$ cat config.mk
export PLATFORM = sky130hd
export DESIGN_NAME = comm_event_capture_flat
export DESIGN_NICKNAME = d
export VERILOG_FILES = /design/src/rtl/comm_event_capture_if.sv /design/src/rtl/comm_event_capture.sv /design/src/flat_wrapper.sv
export SDC_FILE = /design/constraint.sdc
export NUM_CORES = 1
export LEC_CHECK = 0
export CORE_MARGIN = 4
export CORE_UTILIZATION = 50
export DETAILED_ROUTE_END_ITERATION = 12
export GPL_TIMING_DRIVEN = 0
export PLACE_DENSITY = 0.7
export SETUP_SLACK_MARGIN = 0.4
export SKIP_LAST_GASP = 1
export SYNTH_ARGS = -nofsm -noshare
export SYNTH_HDL_FRONTEND = slang
export SYNTH_SLANG_ARGS = --single-unit
$ cat constraint.sdc
create_clock -name rel -period 20.5 [get_ports rel]
set_input_delay 2.05 -clock rel [delete_from_list [all_inputs] [get_ports rel]]
set_output_delay 2.05 -clock rel [all_outputs]
set_load 0.05 [all_outputs]
$ cat src/rtl/comm_event_capture_if.sv
// comm_event_capture_if: monitored NoC link plus the event record stream and drop status
interface comm_event_capture_if #(
  parameter int TAM_FLIT = 16,
  parameter int TS_WIDTH = 32
);
  logic                mon_tx;
  logic                mon_credit;
  logic [TAM_FLIT-1:0] mon_data;
  logic                ev_valid;
  logic                ev_ready;
  logic [15:0]         ev_service;
  logic [15:0]         ev_task_dst;
  logic [15:0]         ev_task_src;
  logic [TS_WIDTH-1:0] ev_t_start;
  logic [TS_WIDTH-1:0] ev_t_end;
  logic [15:0]         ev_flits;
  logic [15:0]         ev_stalls;
  logic [15:0]         drop_count;
  logic                overflow;
  modport master (
    input  mon_tx, mon_credit, mon_data, ev_ready,
    output ev_valid, ev_service, ev_task_dst, ev_task_src, ev_t_start, ev_t_end,
           ev_flits, ev_stalls, drop_count, overflow
  );
  modport slave (
    output mon_tx, mon_credit, mon_data, ev_ready,
    input  ev_valid, ev_service, ev_task_dst, ev_task_src, ev_t_start, ev_t_end,
           ev_flits, ev_stalls, drop_count, overflow
  );
endinterface

$ cat src/rtl/comm_event_capture.sv
// comm_event_capture: decodes packets on one NoC port into timestamped event records held in a FWFT FIFO
module comm_event_capture #(
  parameter int          TAM_FLIT   = 16,
  parameter int          FIFO_DEPTH = 8,
  parameter int          TS_WIDTH   = 32,
  parameter logic [15:0] SERV_A     = 16'h0010,
  parameter logic [15:0] SERV_B     = 16'h0020,
  parameter logic [15:0] SERV_C     = 16'h0070,
  parameter bit          FILTER_EN  = 1'b1
) (
  input logic rel,
  input logic reset,
  comm_event_capture_if.master bus
);
  localparam int AW = $clog2(FIFO_DEPTH);
  localparam int RW = 5 * 16 + 2 * TS_WIDTH;
  typedef enum logic [1:0] {HEADER, SIZE, PAYLOAD} state_t;
  state_t              state_q, state_d;
  logic [TS_WIDTH-1:0] ts_q, t_start_q, t_start_d;
  logic [15:0]         rem_q, rem_d, flits_q, flits_d, stalls_q, stalls_d;
  logic [15:0]         svc_q, svc_d, dst_q, dst_d, src_q, src_d, drop_q, drop_d;
  logic [1:0]          idx_q, idx_d;
  logic                ovf_q;
  logic [RW-1:0]       mem_q [FIFO_DEPTH];
  logic [AW-1:0]       wr_q, rd_q;
  logic [AW:0]         cnt_q;
  logic                xfer, stall, last, match, push, pop, full, wr, drop;
  logic [15:0]         data, flits_inc, stalls_inc, rec_svc, rec_dst, rec_src;
  logic [RW-1:0]       rec, head;
  assign data       = bus.mon_data[15:0];
  assign xfer       = bus.mon_tx && bus.mon_credit;
  assign stall      = bus.mon_tx && !bus.mon_credit;
  assign flits_inc  = &flits_q ? flits_q : flits_q + 1'b1;
  assign stalls_inc = &stalls_q ? stalls_q : stalls_q + 1'b1;
  // the flit arriving now supplies its own field, so short packets need no extra cycle
  assign rec_svc    = idx_q == 2'd0 ? data : svc_q;
  assign rec_dst    = idx_q == 2'd1 ? data : dst_q;
  assign rec_src    = idx_q == 2'd2 ? data : src_q;
  assign last       = state_q == PAYLOAD && xfer && rem_q == 16'd1;
  assign match      = !FILTER_EN || rec_svc == SERV_A || rec_svc == SERV_B || rec_svc == SERV_C;
  assign push       = last && match;
  assign rec        = {rec_svc, rec_dst, rec_src, t_start_q, ts_q, flits_inc, stalls_q};
  always_comb begin
    state_d   = state_q;
    rem_d     = rem_q;
    idx_d     = idx_q;
    flits_d   = flits_q;
    stalls_d  = stalls_q;
    t_start_d = t_start_q;
    svc_d     = svc_q;
    dst_d     = dst_q;
    src_d     = src_q;
    unique case (state_q)
      HEADER: if (xfer) begin
        t_start_d = ts_q;
        flits_d   = 16'd1;
        stalls_d  = '0;
        svc_d     = '0;
        dst_d     = '0;
        src_d     = '0;
        state_d   = SIZE;
      end
      SIZE: if (xfer) begin
        rem_d   = data;
        flits_d = flits_inc;
        idx_d   = '0;
        state_d = data == '0 ? HEADER : PAYLOAD;
      end else if (stall) stalls_d = stalls_inc;
      PAYLOAD: if (xfer) begin
        flits_d = flits_inc;
        rem_d   = rem_q - 1'b1;
        idx_d   = &idx_q ? idx_q : idx_q + 1'b1;
        svc_d   = rec_svc;
        dst_d   = rec_dst;
        src_d   = rec_src;
        state_d = rem_q == 16'd1 ? HEADER : PAYLOAD;
      end else if (stall) stalls_d = stalls_inc;
      default: state_d = HEADER;
    endcase
  end
  assign pop    = cnt_q != '0 && bus.ev_ready;
  assign full   = cnt_q == (AW + 1)'(FIFO_DEPTH);
  assign wr     = push && (!full || pop);
  assign drop   = push && full && !pop;
  assign drop_d = drop && !(&drop_q) ? drop_q + 1'b1 : drop_q;
  assign head   = mem_q[rd_q];
  always_ff @(posedge rel) begin
    if (reset) begin
      state_q   <= HEADER;
      ts_q      <= '0;
      t_start_q <= '0;
      rem_q     <= '0;
      idx_q     <= '0;
      flits_q   <= '0;
      stalls_q  <= '0;
      svc_q     <= '0;
      dst_q     <= '0;
      src_q     <= '0;
      wr_q      <= '0;
      rd_q      <= '0;
      cnt_q     <= '0;
      drop_q    <= '0;
      ovf_q     <= 1'b0;
    end else begin
      state_q   <= state_d;
      ts_q      <= ts_q + 1'b1;
      t_start_q <= t_start_d;
      rem_q     <= rem_d;
      idx_q     <= idx_d;
      flits_q   <= flits_d;
      stalls_q  <= stalls_d;
      svc_q     <= svc_d;
      dst_q     <= dst_d;
      src_q     <= src_d;
      wr_q      <= wr_q + AW'(wr);
      rd_q      <= rd_q + AW'(pop);
      cnt_q     <= cnt_q + (AW + 1)'(wr) - (AW + 1)'(pop);
      drop_q    <= drop_d;
      ovf_q     <= ovf_q | drop;
    end
  end
  always_ff @(posedge rel) begin
    if (wr) mem_q[wr_q] <= rec;
  end
  // storage is not reset, so an empty FIFO presents zeros rather than stale entries
  assign bus.ev_valid = cnt_q != '0;
  assign {bus.ev_service, bus.ev_task_dst, bus.ev_task_src, bus.ev_t_start, bus.ev_t_end,
          bus.ev_flits, bus.ev_stalls} = bus.ev_valid ? head : '0;
  assign bus.drop_count = drop_q;
  assign bus.overflow   = ovf_q;
endmodule

$ cat src/flat_wrapper.sv
// flat-port wrapper written by rule: the top's interface ports become plain ports
module comm_event_capture_flat 
#(
  parameter int          TAM_FLIT   = 16,
  parameter int          FIFO_DEPTH = 8,
  parameter int          TS_WIDTH   = 32,
  parameter logic [15:0] SERV_A     = 16'h0010,
  parameter logic [15:0] SERV_B     = 16'h0020,
  parameter logic [15:0] SERV_C     = 16'h0070,
  parameter bit          FILTER_EN  = 1'b1
)
  (rel, reset, bus_mon_tx, bus_mon_credit, bus_mon_data, bus_ev_ready, bus_ev_valid, bus_ev_service, bus_ev_task_dst, bus_ev_task_src, bus_ev_t_start, bus_ev_t_end, bus_ev_flits, bus_ev_stalls, bus_drop_count, bus_overflow);
  comm_event_capture_if #(.TAM_FLIT(TAM_FLIT), .TS_WIDTH(TS_WIDTH)) bus_i ();
  input logic rel;
  input logic reset;
  input wire logic [$bits(bus_i.mon_tx)-1:0] bus_mon_tx;
  input wire logic [$bits(bus_i.mon_credit)-1:0] bus_mon_credit;
  input wire logic [$bits(bus_i.mon_data)-1:0] bus_mon_data;
  input wire logic [$bits(bus_i.ev_ready)-1:0] bus_ev_ready;
  output wire logic [$bits(bus_i.ev_valid)-1:0] bus_ev_valid;
  output wire logic [$bits(bus_i.ev_service)-1:0] bus_ev_service;
  output wire logic [$bits(bus_i.ev_task_dst)-1:0] bus_ev_task_dst;
  output wire logic [$bits(bus_i.ev_task_src)-1:0] bus_ev_task_src;
  output wire logic [$bits(bus_i.ev_t_start)-1:0] bus_ev_t_start;
  output wire logic [$bits(bus_i.ev_t_end)-1:0] bus_ev_t_end;
  output wire logic [$bits(bus_i.ev_flits)-1:0] bus_ev_flits;
  output wire logic [$bits(bus_i.ev_stalls)-1:0] bus_ev_stalls;
  output wire logic [$bits(bus_i.drop_count)-1:0] bus_drop_count;
  output wire logic [$bits(bus_i.overflow)-1:0] bus_overflow;
  assign bus_i.mon_tx = bus_mon_tx;
  assign bus_i.mon_credit = bus_mon_credit;
  assign bus_i.mon_data = bus_mon_data;
  assign bus_i.ev_ready = bus_ev_ready;
  assign bus_ev_valid = bus_i.ev_valid;
  assign bus_ev_service = bus_i.ev_service;
  assign bus_ev_task_dst = bus_i.ev_task_dst;
  assign bus_ev_task_src = bus_i.ev_task_src;
  assign bus_ev_t_start = bus_i.ev_t_start;
  assign bus_ev_t_end = bus_i.ev_t_end;
  assign bus_ev_flits = bus_i.ev_flits;
  assign bus_ev_stalls = bus_i.ev_stalls;
  assign bus_drop_count = bus_i.drop_count;
  assign bus_overflow = bus_i.overflow;
  comm_event_capture #(.TAM_FLIT(TAM_FLIT), .FIFO_DEPTH(FIFO_DEPTH), .TS_WIDTH(TS_WIDTH), .SERV_A(SERV_A), .SERV_B(SERV_B), .SERV_C(SERV_C), .FILTER_EN(FILTER_EN)) u_core (.rel(rel), .reset(reset), .bus(bus_i));
endmodule
Yosys cells after proc, flatten, opt, wreduce, memory -nomap -nowiden
Memories as Yosys holds them, arrays and structs flattened. A register that Yosys moved wholly into a read port is not among the register bits.
Cells that the tools add are included.
{"block": "op_classes", "add_sub_neg": 10, "mul": 0, "n_div": 0, "magnitude_cmp": 0, "n_eq_ne": 17, "n_shift": 0, "mux": 35, "n_bitwise": 1, "n_reduce_logical": 36}
{"cell": "16-bit two-way mux", "n": 15}
{"cell": "16-bit one-hot mux with 2 select lines", "n": 6}
{"cell": "144-bit two-way mux", "n": 1}
{"cell": "16-bit by 1-bit adder with 16-bit output (second input constant)", "n": 3}
{"cell": "16-bit AND reduction", "n": 3}
{"cell": "32-bit by 1-bit adder with 32-bit output (second input constant)", "n": 1}
{"cell": "16-bit by 1-bit == test with 1-bit output (second input constant)", "n": 1}
{"cell": "16-bit by 5-bit == test with 1-bit output (second input constant)", "n": 1}
{"cell": "16-bit by 6-bit == test with 1-bit output (second input constant)", "n": 1}
{"cell": "16-bit by 7-bit == test with 1-bit output (second input constant)", "n": 1}
{"cell": "16-bit zero test", "n": 1}
{"cell": "2-bit two-way mux", "n": 8}
{"cell": "16-bit by 1-bit subtractor with 16-bit output (second input constant)", "n": 1}
{"cell": "3-bit AND reduction", "n": 4}
{"cell": "1-bit logical AND", "n": 10}
{"cell": "2-bit by 1-bit inequality test with 1-bit output (second input constant)", "n": 5}
{"cell": "3-bit by 1-bit adder with 3-bit output", "n": 2}
{"cell": "2-bit inequality test (second input constant)", "n": 3}
{"cell": "2-bit one-hot mux with 3 select lines", "n": 1}
{"cell": "2-bit nonzero test", "n": 3}
{"cell": "5-bit AND reduction", "n": 1}
{"cell": "4-bit by 1-bit adder with 4-bit output", "n": 1}
{"cell": "2-bit by 1-bit == test with 1-bit output (second input constant)", "n": 2}
{"cell": "2-bit == test (second input constant)", "n": 2}
{"cell": "14 further kinds", "n": 22}
{"block": "word_totals", "regBits": 191, "latch_bits": 0, "ramBits": 1152, "rom_bits": 0, "inputBits": 21, "out_inout_bits": 162, "mem_count": 1}
{"memory": "u_core.mem_q", "words": 8, "word_bits": 144, "rd": 1, "rd_ports_with_merged_regs": 1, "write_ports": 1, "line_no": "comm_event_capture.sv:24", "text": "logic [RW-1:0] mem_q [FIFO_DEPTH];"}

Logic depth before layout (Yosys ltp)
{"block": "logic_depth", "depth_word": 9, "ltp_mapped": 14, "depth_no_buf": 12}

Least setup slack after synthesis
No wires, ideal clock.
{"block": "synth_timing", "path_type": "input -> register", "startpoint": "input bus_mon_data[7]", "endpoint": "memory u_core.mem_q[4][0] (netlist name), enable pin", "arrival_time_ps": 17761, "t_required_ps": 19448, "path_slack_ps": 1687, "stages": 5, "cell_sequence": "nor4_1 -> nand4_1 -> a211oi_2 -> o211ai_1 -> nor4b_1"}
{"block": "synth_via", "elab_chain_cells": 8}
{"element": "from (decl)", "line_no": "flat_wrapper.sv:18", "text": "input wire logic [$bits(bus_i.mon_data)-1:0] bus_mon_data;"}
{"element": "16-bit two-way mux *", "line_no": "comm_event_capture.sv:36", "text": "assign rec_svc = idx_q == 2'd0 ? data : svc_q;"}
{"element": "16-bit by 5-bit == test with 1-bit output / 16-bit by 6-bit == test with 1-bit output (equally long branches)", "line_no": "comm_event_capture.sv:40", "text": "assign match = !FILTER_EN || rec_svc == SERV_A || rec_svc == SERV_B || rec_svc == SERV_C;"}
{"element": "1-bit logical OR", "line_no": "comm_event_capture.sv:40"}
{"element": "1-bit logical OR *", "line_no": "comm_event_capture.sv:40"}
{"element": "1-bit logical AND *", "line_no": "comm_event_capture.sv:41", "text": "assign push = last && match;"}
{"element": "1-bit logical AND *", "line_no": "comm_event_capture.sv:83", "text": "assign wr = push && (!full || pop);"}
{"element": "1-bit two-way mux *", "line_no": "comm_event_capture.sv:123", "text": "if (wr) mem_q[wr_q] <= rec;"}
{"element": "1-bit two-way mux (implied by the code) *", "line_no": "comm_event_capture.sv:123"}
{"element": "to (decl)", "line_no": "comm_event_capture.sv:24"}
Every way passes the cells marked *; elsewhere a longest branch is shown, timed or not.

==> flow_summary_export.csv <==
group,metric,value,unit
global_routing,grt_pass1_vias,30166,
synthesis,avgSynthCellArea,18.0,sq um
clock_tree,ctsHoldBuffers,0,
detailed_routing,drc,0,
run_status,outcome,"complete, but fails checks",
global_routing,overflow,0,
run_status,violations,"capacitance limit, slew limit",
critical_path,cp_slowest_stage_delay,1.10,ns
critical_path,worstPathRequired,18.45,ns
finish,syn_to_final_growth,18.4,%
pwr,ir_drop,175,uV
pwr,powerDensity,124,nW/um^2
place,dp_cells,4650,
die,die_x,333,microns
worst_hold_path,hp-class,"flop to flop",
clock_tree,cts_setup_buffers,0,
clock_tree,clkTransAtPathRegs,0.06,ns
global_routing,grtUsageMet2,37.8,%
critical_path,startpoint_type,"flop",
synthesis,synth_area_leaders,"edfxtp_1 66%, mux4_2 12%, dfxtp_1 7.3%",
sta,relSlewSlack,-4.47,%
critical_path,crit_chain,"clkbuf_1 -> clkbuf_1 -> buf_1 -> mux4_2 -> mux2i_1 -> nor2_1 -> clkdlybuf4s50_1",
sta,min_period_over_period,36.6,%
synthesis,syn_inst,2930,
global_routing,grt-busiest-layer,"met2",
job,maxCapViolations,1,
sta,fmax,133,MHz
global_routing,grt_util_met3,5.22,%
finish,drive_gt1_share,20.3,%
die,die_area,111000,sq um
sta,timing.final.hold_violations,0,
die,core_area,104000,sq um
detailed_routing,antenna_left,0,
die,chipHeight,333,microns
synthesis,synth-simple-area-share,5.27,%
finish,nFillCells,7451,
die,rows,118,
detailed_routing,routed_wl,128000,microns
clock_tree,cts_buffer_depth,3,
synthesis,synth-xor-area-share,0.931,%
finish,largestRegisters,"u_core.mem_q x1152, u_core.t_start_q x32, u_core.ts_q x32",
place,place_hpwl,86900,microns
global_routing,track_usage,23.1,%
clock_tree,insertion_delay,0.74,ns
sta,whs,0.494,ns
clock_tree,cts_sinks,1343,
die,ioPinCount,183,
synthesis,seq_area_frac_synth,72.9,%
critical_path,path_class,"flop to output port",
critical_path,crit_path_end_kind,"output port",
synthesis,synthAdderAreaFrac,0.632,%
sta,post-route-min-period,7.50,ns
synthesis,synth_top_area_cell,"edfxtp_1",
place,port_buffers,182,
synthesis,synthArstFlopShare,0,%
synthesis,netlist_area,52700,sq um
synthesis,synthTopCellsByCount,"1,152 x edfxtp_1, 290 x nor2_1, 288 x mux4_2",
synthesis,synth_top_family_by_area,"multiplexers",
synthesis,synth_edf_count,1152,
sta,setup_tns,0,ns
sta,grt_setup_unrepaired,"no",
finish,fin_nets,3455,
sta,tightest_slew,1.57,ns
critical_path,crit_fanout,10,
synthesis,synthDominantCellAreaShare,65.6,%
synthesis,syn-num-nets,2977,
finish,final_cells,4901,
place,gp_congestion,0.837,
global_routing,grt_first_pass_wirelength,191000,microns
critical_path,cp.arrival,5.45,ns
sta,slew_viol_final,11,
critical_path,crit_path_top_delay_cell,"clkbuf_1",
sta,fin_skew,0.0266,ns
synthesis,ys_ff_latch,1343,
detailed_routing,drt_first_pass_iters,8,
clock_tree,cts_buffers,136,
sta,finalSetupViolCount,0,
clock_tree,cts_tree,"built",
detailed_routing,drt-initial-drc-count,3273,
synthesis,synth_most_common_cell,"edfxtp_1",
global_routing,use_met1,30.6,%
global_routing,grt_max_degree,26,
detailed_routing,drt-wirelength-per-cell,26.2,microns
clock_tree,ctsRootBufferMaster,"clkbuf_16",
synthesis,synth_mux_area_share,16.3,%
finish,top_register,"u_core.mem_q",
die,floorplan.initialDensity,50.6,%
clock_tree,post_cts_resized,0,
pwr,p_leak,20.3,nW
synthesis,synth_compound_area_share,2.57,%
clock_tree,htree_levels,4,
synthesis,synth-main-ff-cell,"edfxtp_1",
finish,largest_reg_flops,1152,
synthesis,synthDistinctLibCells,68,
global_routing,antenna_found_initial,3,
synthesis,ys_warn_count,0,
detailed_routing,vias_per_cell,5.96,
detailed_routing,via_count,29206,
critical_path,worst_path_most_repeated_cell,"clkbuf_1",
-- cell families (layout without fill, tap and decap cells) --
family,after synthesis,after routing
mux,493,493
buf+inv,190,780
xor+xnor,56,56
fa+ha+maj,26,26
flops,1343,1343
compound gates,212,212
simple gates,610,610
other cells,0,1
-- path summary, 6_finish.rpt --
kind                              startpoint                              end  slack [ns]  depth (start not counted)
min reg2reg  u_core.flits_q[10]$_SDFFE_PP0P_  u_core.flits_q[10]$_SDFFE_PP0P_        0.49                          2
min          u_core.flits_q[10]$_SDFFE_PP0P_  u_core.flits_q[10]$_SDFFE_PP0P_        0.49                          2
max                u_core.rd_q[0]$_SDFF_PP0_                 bus_ev_t_end[18]       13.00                          7
max reg2reg     u_core.idx_q[0]$_SDFFE_PP0P_    u_core.mem_q[1][71]$_DFFE_PP_       15.71                         12
-- worst max-delay path, delay by kind of cell (launching register included) --
kind | cells | cell delay, ns
simple gates | 1 | 0.08
flops | 1 | 0.34
mux | 2 | 1.08
buf+inv | 4 | 3.20
-- cell type report --
cell class                 count  area (sq um)  area share (%)
multi-input combinational   1397         13600            21.8
antenna                        1          2.50         0.00401
clock buffer                 198          3940            6.30
clock inverter                52           568           0.910
inverter                      31           116           0.186
tap                         1380          1730            2.77
sequential                  1343         38400            61.5
buffer                       159           609           0.976
timing repair buffer         340          3420            5.49
-- through the flow --
step | setup slack (ns) | util, % | area (sq um) | total power, W
2_1_floorplan | 1.69 | - | 52700 | 0.00460
3_5_place_dp | 13.80 | 55.6 | 57900 | 0.00536
4_1_cts | 13.00 | 60.0 | 62400 | 0.00782
5_1_grt | 12.82 | 60.0 | 62400 | 0.00805
6_report | 13.00 | 60.0 | 62400 | 0.00775
3_3_place_gp | -15.47 | 54.0 | 56200 | 0.00534
-- per-layer routing --
metal | routed length (microns) | part of all wire (%) | vias up
li1 | - | - | 12584
met1 | 50500 | 39 | 15129
met2 | 63400 | 49 | 1261
met3 | 10200 | 7.9 | 230
met4 | 4220 | 3.3 | 2
met5 | 13 | 0.010 | -
-- power by group --
part / leakage, nW / internal [W] / switching [W]
logic: 5.53 / 0.000801 / 0.00149
clock network: 2.18 / 0.00146 / 0.00101
registers: 12.6 / 0.00296 / 0.0000288
-- layout by cell type, fill, tap and decap left out, types with 38 or more instances in the layout --
master / count
a21oi_1: 77
a22oi_1: 52
buf_1: 59
buf_4: 98
buf_6: 40
clkbuf_1: 135
clkbuf_16: 143
clkdlybuf4s50_1: 182
dfxtp_1: 191
edfxtp_1: 1152
mux2_2: 54
mux2i_1: 150
mux4_2: 288
nand2_1: 123
nand3_1: 38
nor2_1: 288
Power figures use the tool's default switching activity.
